==> src/rtl/core_rst_seq.sv <==
// Purpose : per-core clock-enable / reset sequencer; optional release stagger via CORE_RST_SEQ_STAGGER_EN.
// Latency : clk_en 2 edges after core_en_i rises, reset release RST_DELAY edges later; drain DRAIN_CYCLES.
// Backpr. : none on inputs; when staggered, saturated channels wait in CLK_UP for a grant.
module core_rst_seq #(
  parameter int NUM_CORES      = 4,
  parameter int RST_DELAY      = 8,
  parameter int DRAIN_CYCLES   = 4,
  parameter int STAGGER_CYCLES = 16
) (
  input  logic                 clk_i,
  input  logic                 reset_i,
  input  logic [NUM_CORES-1:0] core_en_i,
  output logic [NUM_CORES-1:0] clk_en_o,
  output logic [NUM_CORES-1:0] reset_core_n_o,
  output logic [NUM_CORES-1:0] core_running_o,
  output logic                 busy_o
);

  localparam int MAX_AB = (RST_DELAY > DRAIN_CYCLES) ? RST_DELAY : DRAIN_CYCLES;
  localparam int MAX_V  = (MAX_AB > STAGGER_CYCLES) ? MAX_AB : STAGGER_CYCLES;
  localparam int CW     = $clog2(MAX_V) + 1;

  localparam logic [CW-1:0] RST_MAX   = CW'(RST_DELAY - 1);
  localparam logic [CW-1:0] DRAIN_MAX = CW'(DRAIN_CYCLES - 1);

  typedef enum logic [1:0] {
    ST_OFF    = 2'd0,
    ST_CLK_UP = 2'd1,
    ST_RUN    = 2'd2,
    ST_DRAIN  = 2'd3
  } state_t;

  logic [NUM_CORES-1:0]          sync1_q;
  logic [NUM_CORES-1:0]          en_s;
  state_t [NUM_CORES-1:0]        st_q;
  state_t [NUM_CORES-1:0]        st_d;
  logic [NUM_CORES-1:0][CW-1:0]  cnt_q;
  logic [NUM_CORES-1:0][CW-1:0]  cnt_d;
  logic [NUM_CORES-1:0]          grant;
  logic                          busy_d;
  logic                          busy_q;

  // Two-flop synchronizer for the asynchronous enable requests
  always_ff @(posedge clk_i) begin
    if (reset_i) begin
      sync1_q <= '0;
      en_s    <= '0;
    end else begin
      sync1_q <= core_en_i;
      en_s    <= sync1_q;
    end
  end

`ifdef CORE_RST_SEQ_STAGGER_EN
  logic [NUM_CORES-1:0] sat;
  logic                 found;
  logic [CW-1:0]        stag_cnt;

  localparam logic [CW-1:0] STAG_MAX = CW'(STAGGER_CYCLES - 1);

  // Grant the lowest saturated CLK_UP channel, only when the spacing window has expired
  always_comb begin
    grant = '0;
    found = 1'b0;
    sat   = '0;
    for (int n = 0; n < NUM_CORES; n++) begin
      sat[n] = (st_q[n] == ST_CLK_UP) && (cnt_q[n] == RST_MAX);
      if (!found && sat[n] && (stag_cnt == '0)) begin
        grant[n] = 1'b1;
        found    = 1'b1;
      end
    end
  end

  // Spacing window: reload on every grant, then count down to zero
  always_ff @(posedge clk_i) begin
    if (reset_i) begin
      stag_cnt <= '0;
    end else if (|grant) begin
      stag_cnt <= STAG_MAX;
    end else if (stag_cnt != '0) begin
      stag_cnt <= stag_cnt - 1'b1;
    end
  end
`else
  // Without staggering every saturated channel may release at once
  always_comb begin
    grant = '1;
  end
`endif

  // State and counter registers; reset forces every channel straight to OFF
  always_ff @(posedge clk_i) begin
    if (reset_i) begin
      st_q   <= {NUM_CORES{ST_OFF}};
      cnt_q  <= '0;
      busy_q <= 1'b0;
    end else begin
      st_q   <= st_d;
      cnt_q  <= cnt_d;
      busy_q <= busy_d;
    end
  end

  // Next-state and counter logic per channel
  always_comb begin
    st_d   = st_q;
    cnt_d  = cnt_q;
    busy_d = 1'b0;
    for (int n = 0; n < NUM_CORES; n++) begin
      case (st_q[n])
        ST_OFF: begin
          cnt_d[n] = '0;
          if (en_s[n]) st_d[n] = ST_CLK_UP;
        end
        ST_CLK_UP: begin
          if (!en_s[n]) begin
            st_d[n]  = ST_DRAIN;
            cnt_d[n] = '0;
          end else if ((cnt_q[n] == RST_MAX) && grant[n]) begin
            st_d[n]  = ST_RUN;
            cnt_d[n] = '0;
          end else if (cnt_q[n] != RST_MAX) begin
            cnt_d[n] = cnt_q[n] + 1'b1;
          end
        end
        ST_RUN: begin
          cnt_d[n] = '0;
          if (!en_s[n]) st_d[n] = ST_DRAIN;
        end
        ST_DRAIN: begin
          // A re-enable here is ignored; the drain always runs to OFF
          if (cnt_q[n] == DRAIN_MAX) begin
            st_d[n]  = ST_OFF;
            cnt_d[n] = '0;
          end else begin
            cnt_d[n] = cnt_q[n] + 1'b1;
          end
        end
        default: begin
          st_d[n]  = ST_OFF;
          cnt_d[n] = '0;
        end
      endcase
      // busy is registered from the next state so it tracks the state register exactly
      if ((st_d[n] == ST_CLK_UP) || (st_d[n] == ST_DRAIN)) busy_d = 1'b1;
    end
  end

  // Moore outputs decoded from registered state only
  always_comb begin
    clk_en_o       = '0;
    reset_core_n_o = '0;
    core_running_o = '0;
    for (int n = 0; n < NUM_CORES; n++) begin
      clk_en_o[n]       = (st_q[n] != ST_OFF);
      reset_core_n_o[n] = (st_q[n] == ST_RUN);
      core_running_o[n] = (st_q[n] == ST_RUN);
    end
  end

  assign busy_o = busy_q;

endmodule

==> config.mk <==
export PLATFORM = sky130hd
export DESIGN_NAME = core_rst_seq
export DESIGN_NICKNAME = d
export VERILOG_FILES = /design/src/rtl/core_rst_seq.sv
export SDC_FILE = /design/constraint.sdc
export NUM_CORES = 1
export LEC_CHECK = 0
export BUFFER_PORTS_ARGS = -buffer_cell sky130_fd_sc_hd__buf_2
export CORE_AREA = 4 4 60 62
export DETAILED_ROUTE_END_ITERATION = 16
export DIE_AREA = 0 0 64 66
export PLACE_DENSITY = 0.81
export SYNTH_ARGS = -nofsm -noshare
export SYNTH_HDL_FRONTEND = slang
export SYNTH_SLANG_ARGS = --single-unit
==> constraint.sdc <==
create_clock -name clk_i -period 2 [get_ports clk_i]
set_clock_uncertainty 0.05 [all_clocks]
set_input_delay 0.5 -clock clk_i [delete_from_list [all_inputs] [get_ports clk_i]]
set_output_delay 0.5 -clock clk_i [all_outputs]
set_load 0.02 [all_outputs]
==> impl_metrics.csv, run 1 <==
group,metric,value,unit
detailed_routing,vias,1267,
clocking,cts_resized,0,
detailed_routing,drt_pass1_iterations,4,
timing,setup_tns,0,ns
clocking,clkLatencyLatePin,0.34,ns
finish,final_net_count,208,
finish,antenna_cells,0,
timing,fin_crit,1.84,ns
detailed_routing,viasPerCell,5.21,
clocking,cts_made_buffers,5,
finish,fin_area,1840,sq um
detailed_routing,post-route-drc-count,0,
floorplan,dieArea,4220,sq um
timing,tightest_slew,0.414,ns
worst_setup_path,end_kind,"output pin",
flow_run,drv_cap,0,
grt,grt_max_degree,22,
worst_setup_path,cp.required,1.45,ns
floorplan,fp.coreArea,3030,sq um
worst_setup_path,crit_type,"flip-flop to output pin",
clocking,postCtsSetupBuffers,0,
detailed_routing,wl,2.90,mm
placed_design,place_ws,0.473,ns
placed_design,gp_congestion,0.844,
placed_design,portBuffers,18,
grt,grt_pass1_vias,1196,
yosys,synthSimpleGateAreaFrac,28.8,%
yosys,synth_xor_xnor_area_share,5.70,%
timing,max_freq,0.544,GHz
power_and_ir_drop,p_per_area,797,nW/um^2
yosys,synthDistinctLibCells,40,
clocking,tritoncts,"yes",
detailed_routing,ant_nets,0,
grt,gr-total-overflow,0,
yosys,synthMuxAreaShare,1.85,%
timing,grt_setup_unrepaired,"false",
timing,hold_violations,0,
floorplan,die-width,64,um
floorplan,initial_utilization,55.8,%
placed_design,dp_hpwl,2.11,mm
timing,slew_viol_final,0,
worst_setup_path,path_buf_inv,1,
finish,final_common_cell,"dfxtp_1",
power_and_ir_drop,ir_drop,401,uV
finish,syn_to_final_growth,8.96,%
worst_setup_path,cp_max_fo,11,
clocking,cts_buffer_depth,2,
yosys,yosys.area.top_type,"dfxtp_1",
clocking,cts_root_buf,"clkbuf_4",
floorplan,rows,20,
yosys,synth_area_leaders,"dfxtp_1 44%, nor2_1 5.8%, nor2b_1 5.6%, xor2_1 4.7%, ha_1 3.0%",
yosys,synth_compound_area_share,11.7,%
worst_setup_path,worstPathCellList,"nor2b_1 -> buf_2",
hold_path,hp-class,"input port to flip-flop",
grt,antenna_found_initial,0,
power_and_ir_drop,p_leak,0.728,nW
placed_design,placed_cell_area,1770,sq um
clocking,h-tree-depth,2,
worst_setup_path,cp_top_family,"flip-flops",
run_status,outcome,"finished clean",
worst_setup_path,cp.arrival,1.29,ns
yosys,mappedNetlistArea,1690,sq um
clocking,cts_sinks,37,
yosys,seq_area_frac_synth,43.9,%
yosys,synth_ff_type,"dfxtp_1",
clocking,clk_pin_slew,0.11,ns
yosys,async_reset_ff_share,0,%
worst_setup_path,max_stage_delay,0.51,ns
yosys,synth_warnings,0,
timing,layout_setup_ws,0.162,ns
worst_setup_path,start_kind,"flip-flop",
timing,setup_viol,0,
timing,finalCritPeriodShare,91.9,%
yosys,synth_nets,195,
worst_setup_path,cp_slowest_cell,"dfxtp_1",
clocking,ctsHoldBuffers,0,
finish,layout.cells.most_common_list,"37 x dfxtp_1, 26 x nor2_1, 18 x buf_2",
yosys,synth_fa_ha_area_share,2.96,%
grt,groute.usage.overall,15.6,%
finish,drive_above_1_share,17.6,%
detailed_routing,wire_per_inst,11.9,um
yosys,avgSynthCellArea,9.13,sq um
floorplan,die_h,66,um
power_and_ir_drop,power,1.47,mW
floorplan,pin_count,19,
yosys,synth_top_family_by_area,"simple AND/OR/NAND/NOR gates",
timing,relSlewSlack,72.1,%
detailed_routing,drt-initial-drc-count,50,
yosys,yosysTopAreaCellShare,43.9,%
yosys,synthCells,185,
yosys,synth_edf_count,0,
yosys,synth-seq-cells,37,
grt,grt_pass1_wl,5.20,mm
Yosys cell counts (2+ instances only):
library cell	count
dfxtp_1	37
nor2_1	26
nor2b_1	15
nand2_1	9
xor2_1	9
nand3_1	8
a21oi_1	6
inv_1	6
clkbuf_1	5
buf_4	4
ha_1	4
nand2b_1	4
nand3b_1	4
or2_2	4
and4bb_1	3
buf_2	3
nand4bb_1	3
o211ai_1	3
o21ai_0	3
a22oi_1	2
and2_1	2
mux2i_1	2
nor3_1	2
nor3b_2	2
o2111ai_1	2
o22ai_1	2
xnor2_1	2
cell families (layout without fill, tap and decap cells):
kind of cell	after synthesis	in the layout
DFF	37	37
adders and majority gates	4	4
buffers and inverters	18	32
AOI/OAI and AO/OA	28	28
xor gates and xnor gates	11	11
and+or+nand+nor	84	84
muxes	3	3
sequential cells by signal (all words and copies together), names as in the netlist:
register  count
cnt_q        20
busy_o        1
st_q          8
sync1_q       4
en_s          4
layout make-up:
class,instances,area [sq um]
inverter,6,22.5
multi-input combinational,130,862
sequential,37,741
timing repair buffer,18,90.1
clock buffer,7,65.1
clock inverter,1,5.00
tap,44,55.1
fill,250,1190
final timing paths:
check                       to  cells past startpoint         start  slack (ns)
max reg2reg             busy_o                      5     cnt_q[10]        0.44
min                 sync1_q[1]                      2  core_en_i[1]        0.32
max          core_running_o[1]                      2       st_q[3]        0.16
min reg2reg            en_s[1]                      1    sync1_q[1]        0.40
layer usage:
metal	share of wire (%)	global-route usage (%)	vias up
met2	49	27.2	16
met4	2.0	7.82	0
met1	46	17.5	591
li1	-	-	652
met3	3.2	4.08	8
met5	0	0	-
report_power, final:
part	switching, mW	internal [mW]	leakage, nW	total [mW]
sequential	0.0490	0.770	0.302	0.818
clock	0.237	0.204	0.0413	0.441
combinational	0.119	0.0891	0.385	0.208
total	0.405	1.06	0.728	1.47
per-stage QoR:
stage | utilization (%) | hold WS (ns) | std cells
final | 60.8 | 0.321 | 243
after global routing | 60.8 | 0.318 | 243
after CTS | 60.8 | 0.315 | 243
after detailed placement | 58.5 | 0.386 | 235
after global placement | 58.5 | 0.369 | 235
after floorplan | - | 0.364 | 185
Note: power is estimated with default switching activity, not from simulation.
==> run 2: changes to the inputs <==
- PLACE_DENSITY: 0.81 -> default
- PLACE_DENSITY_LB_ADDON: default -> 0.15
- RECOVER_POWER: default -> 25
==> impl_metrics.csv, run 2 (synthesized netlist as in run 1, its figures left out) <==
group,metric,value,unit
worst_setup_path,end_kind,"output pin",
timing,finalCritPeriodShare,89.4,%
worst_setup_path,rrSetupSlack,0.42,ns
detailed_routing,viasPerCell,5.24,
power_and_ir_drop,power,1.40,mW
power_and_ir_drop,ir_drop,554,uV
floorplan,pin_count,19,
timing,relSlewSlack,41.1,%
grt,gr-total-overflow,0,
grt,grt_max_degree,22,
detailed_routing,wire_per_inst,11.6,um
finish,largest-register,"cnt_q",
worst_setup_path,start_kind,"flip-flop",
timing,tightest_slew,0.883,ns
floorplan,dieArea,4220,sq um
grt,groute.usage.overall,15.9,%
clocking,cts_made_buffers,5,
finish,antenna_cells,0,
clocking,cts_root_buf,"clkbuf_4",
worst_setup_path,timing.rr.start,"cnt_q[0]",
floorplan,fp.coreArea,3030,sq um
detailed_routing,post-route-drc-count,0,
worst_setup_path,crit_path_start,"st_q[5]",
placed_design,dp_hpwl,2.06,mm
worst_setup_path,crit_type,"flip-flop to output pin",
clocking,clkLatencyLatePin,0.34,ns
timing,hold_violations,0,
detailed_routing,drt-initial-drc-count,70,
worst_setup_path,r2r_cells,5,
placed_design,portBuffers,18,
grt,grt_pass1_wl,5.31,mm
detailed_routing,wl,2.82,mm
power_and_ir_drop,p_leak,0.716,nW
timing,slew_viol_final,0,
finish,reg_top3,"cnt_q: 20 flops, st_q: 8 flops",
floorplan,rows,20,
timing,setup_viol,0,
finish,final_util,60.2,%
worst_setup_path,r2r-end,"busy_o",
timing,grt_setup_unrepaired,"false",
worst_setup_path,cp.required,1.45,ns
finish,largest_reg_flops,20,
timing,max_freq,0.559,GHz
clocking,h-tree-depth,2,
worst_setup_path,cp.arrival,1.24,ns
floorplan,initial_utilization,55.8,%
grt,grt_pass1_vias,1245,
worst_setup_path,critPathCapture,"core_running_o[2]",
clocking,cts_sinks,37,
timing,fin_crit,1.79,ns
clocking,cts_buffer_depth,2,
placed_design,gp_congestion,0.799,
finish,fill_cells,260,
worst_setup_path,cp_max_fo,10,
finish,syn_to_final_growth,7.85,%
finish,drive_above_1_share,17.1,%
power_and_ir_drop,p_per_area,768,nW/um^2
detailed_routing,vias,1274,
clocking,tritoncts,"yes",
grt,antenna_found_initial,0,
timing,setup_tns,0,ns
flow_run,drv_cap,0,
finish,layout.cells.most_common_list,"36 x dfxtp_1, 26 x nor2_1, 17 x buf_2",
run_status,outcome,"finished clean",
floorplan,die_h,66,um
detailed_routing,ant_nets,0,
finish,final_common_cell,"dfxtp_1",
detailed_routing,drt_pass1_iterations,4,
clocking,ctsHoldBuffers,0,
floorplan,die-width,64,um
clocking,clk_pin_slew,0.10,ns
finish,final_net_count,208,
hold_path,hp-class,"input port to flip-flop",
-- run 2: changes by cell type in the layout (fill, tap and decap cells not counted), sizes merged --
cell	change
buf	-1
clkinv	+1
-- run 2: routing by layer --
metal,vias to the layer above,global-route usage (%),part of all wire [%]
met2,28,27.1,48
met1,582,18.4,46
li1,657,-,-
met3,7,3.57,3.9
met5,-,0,0
met4,0,8.89,2.6
-- run 2: critical path: stages, from the launching register on --
cell	delay, ns
dfxtp_1	0.52
nor2b_1	0.21
buf_2	0.18
-- run 2: power breakdown --
part	total (mW)	internal, mW	leakage [nW]	switching, mW
combinational	0.205	0.0890	0.382	0.116
sequential	0.817	0.770	0.302	0.0473
clock	0.377	0.134	0.0320	0.243
total	1.40	0.993	0.716	0.406
-- run 2: per-stage QoR --
stage	hold WS, ns	cells	area (sq um)	setup WS [ns]
floorplan	0.364	185	1690	0.321
global placement	0.368	235	1770	0.522
detailed placement	0.374	235	1770	0.468
CTS	0.310	243	1820	0.111
global route	0.322	243	1820	0.0657
finish	0.321	243	1820	0.212
-- run 2: timing repair --
item	in CTS	in global routing
resized for setup	0	1
endpoints found under the setup margin	0	2
buffers inserted	0	0
hold endpoints to repair	0	0
-- run 2: final cells by class --
type | instances | area, sq um | area share [%]
clock inverter | 2 | 10.0 | 0.549
clock buffer | 6 | 41.3 | 2.27
inverter | 6 | 22.5 | 1.24
tap | 44 | 55.1 | 3.02
sequential | 37 | 742 | 40.7
multi-input combinational | 130 | 862 | 47.3
timing repair buffer | 18 | 88.8 | 4.88
-- run 2: worst min-delay path by stage --
stage,endpoint,cells after the start,startpoint
6_report,sync1_q[0],2,core_en_i[0]
5_1_grt,sync1_q[0],2,core_en_i[0]
4_1_cts,sync1_q[0],2,core_en_i[0]
3_5_place_dp,en_s[0],1,sync1_q[0]
3_3_place_gp,en_s[2],1,sync1_q[2]
2_1_floorplan,en_s[0],1,sync1_q[0]
==> run 3: changes to the inputs <==
- GPL_TIMING_DRIVEN: default -> 0
- clock period: 2 -> 1.9 ns (I/O delays scaled with it)
==> impl_metrics.csv, run 3 (synthesized netlist as in run 1, its figures left out) <==
group,metric,value,unit
detailed_routing,vias,1319,
clocking,cts_made_buffers,5,
finish,layout.cells.most_common_list,"36 x dfxtp_1, 26 x nor2_1, 19 x buf_2",
grt,grt_pass1_vias,1289,
finish,fill_cells,297,
timing,tightest_slew,0.497,ns
clocking,postCtsSetupBuffers,0,
worst_setup_path,start_kind,"flip-flop",
finish,fin_area,1890,sq um
worst_setup_path,path_buf_inv,3,
power_and_ir_drop,ir_drop,547,uV
hold_path,min_to,"sync1_q[3]",
timing,slew_viol_final,0,
detailed_routing,drt-initial-drc-count,78,
finish,drive_above_1_share,20.2,%
grt,groute.usage.overall,16.7,%
clocking,ctsHoldBuffers,0,
clocking,cts_resized,1,
placed_design,portBuffers,18,
floorplan,fp.coreArea,3030,sq um
timing,fin_crit,1.81,ns
worst_setup_path,r2r_cells,5,
power_and_ir_drop,p_per_area,802,nW/um^2
timing,layout_setup_ws,0.0853,ns
clocking,cts_sinks,37,
finish,largest_reg_flops,20,
detailed_routing,wire_per_inst,11.8,um
finish,final_net_count,218,
timing,setup_viol,0,
timing,hold_violations,0,
finish,largest-register,"cnt_q",
worst_setup_path,worstPathCellList,"buf_2 -> nor2b_2 -> buf_4 -> buf_2",
power_and_ir_drop,power,1.52,mW
worst_setup_path,cp_top_family,"buffers and inverters",
flow_run,drv_cap,0,
finish,final_common_cell,"dfxtp_1",
finish,antenna_cells,0,
worst_setup_path,max_stage_delay,0.32,ns
hold_path,hp-class,"input port to flip-flop",
grt,grt_max_degree,11,
timing,finalCritPeriodShare,95.5,%
run_status,outcome,"finished clean",
floorplan,initial_utilization,55.8,%
clocking,cts_buffer_depth,2,
worst_setup_path,end_kind,"output pin",
finish,final_util,62.6,%
floorplan,pin_count,19,
grt,antenna_found_initial,0,
worst_setup_path,rrSetupSlack,0.32,ns
worst_setup_path,timing.critical_path.mode_cell,"buf_2",
placed_design,gp_congestion,0.808,
clocking,h-tree-depth,2,
detailed_routing,wl,2.98,mm
hold_path,hp-start,"core_en_i[3]",
worst_setup_path,r2r-end,"busy_o",
clocking,tritoncts,"yes",
detailed_routing,ant_nets,0,
clocking,clkLatencyLatePin,0.34,ns
floorplan,die_h,66,um
power_and_ir_drop,p_leak,0.756,nW
placed_design,place_ws,0.216,ns
clocking,clk_pin_slew,0.10,ns
worst_setup_path,cp.arrival,1.29,ns
detailed_routing,drt_pass1_iterations,4,
placed_design,dp_hpwl,2.19,mm
floorplan,rows,20,
worst_setup_path,cp_max_fo,10,
detailed_routing,viasPerCell,5.23,
worst_setup_path,crit_type,"flip-flop to output pin",
placed_design,placed_cell_area,1830,sq um
detailed_routing,post-route-drc-count,0,
worst_setup_path,timing.rr.start,"cnt_q[15]",
grt,grt_pass1_wl,5.46,mm
floorplan,dieArea,4220,sq um
worst_setup_path,cp_slowest_cell,"dfxtp_1",
floorplan,die-width,64,um
finish,syn_to_final_growth,12.1,%
finish,reg_top3,"cnt_q: 20 flops, st_q: 8 flops",
timing,max_freq,0.551,GHz
timing,relSlewSlack,66.9,%
worst_setup_path,cp.required,1.37,ns
grt,gr-total-overflow,0,
hold_path,whs_path_depth,2,
clocking,cts_root_buf,"clkbuf_4",
timing,fin_worst_hold_slack,0.294,ns
==> run 3: per-stage QoR <==
step	std cells	TNS (ns)
after detailed placement	247	0
after global placement	247	0
after CTS	253	0
final	252	0
after floorplan	185	0
after global routing	252	-0.00625
==> run 3: power breakdown <==
part	switching [mW]	internal (mW)
Combinational	0.145	0.114
Sequential	0.0361	0.810
Clock	0.241	0.175
Total	0.421	1.10
==> run 3: layer usage <==
metal  vias up  global-route usage [%]  routed length [um]
li1        669                       -                   -
met1       601                    18.5                1330
met2        40                    28.5                1400
met3         9                    3.91                 148
met4         0                    10.8                  97
met5         -                       0                   0
==> run 3: worst register-to-register path: cells and delay by family (launching register included) <==
| kind | cells | cell delay (ns) |
|---|---|---|
| compound gates | 2 | 0.39 |
| flops | 1 | 0.37 |
| simple gates | 1 | 0.28 |
| fa+ha+maj | 1 | 0.25 |
| mux | 1 | 0.12 |
==> run 3: worst max-delay path by stage <==
stage,startpoint,to,slack [ns],cells past startpoint
floorplan,st_q[7],reset_core_n_o[3],0.25,3
global placement,reset_i,sync1_q[2],0.25,4
detailed placement,reset_i,sync1_q[2],0.22,4
CTS,st_q[6],reset_core_n_o[3],0.03,4
global route,st_q[3],reset_core_n_o[1],-0.006,4
finish,st_q[5],reset_core_n_o[2],0.09,4
==> run 3: final cells by class <==
cell class | count | area (sq um) | share of cell area [%]
Clock buffer | 7 | 55.1 | 2.91
Timing Repair Buffer | 18 | 88.8 | 4.69
Inverter | 6 | 22.5 | 1.19
Tap cell | 44 | 55.1 | 2.91
Buffer | 10 | 58.8 | 3.10
Multi-Input combinational cell | 130 | 872 | 46.0
Sequential cell | 37 | 742 | 39.2
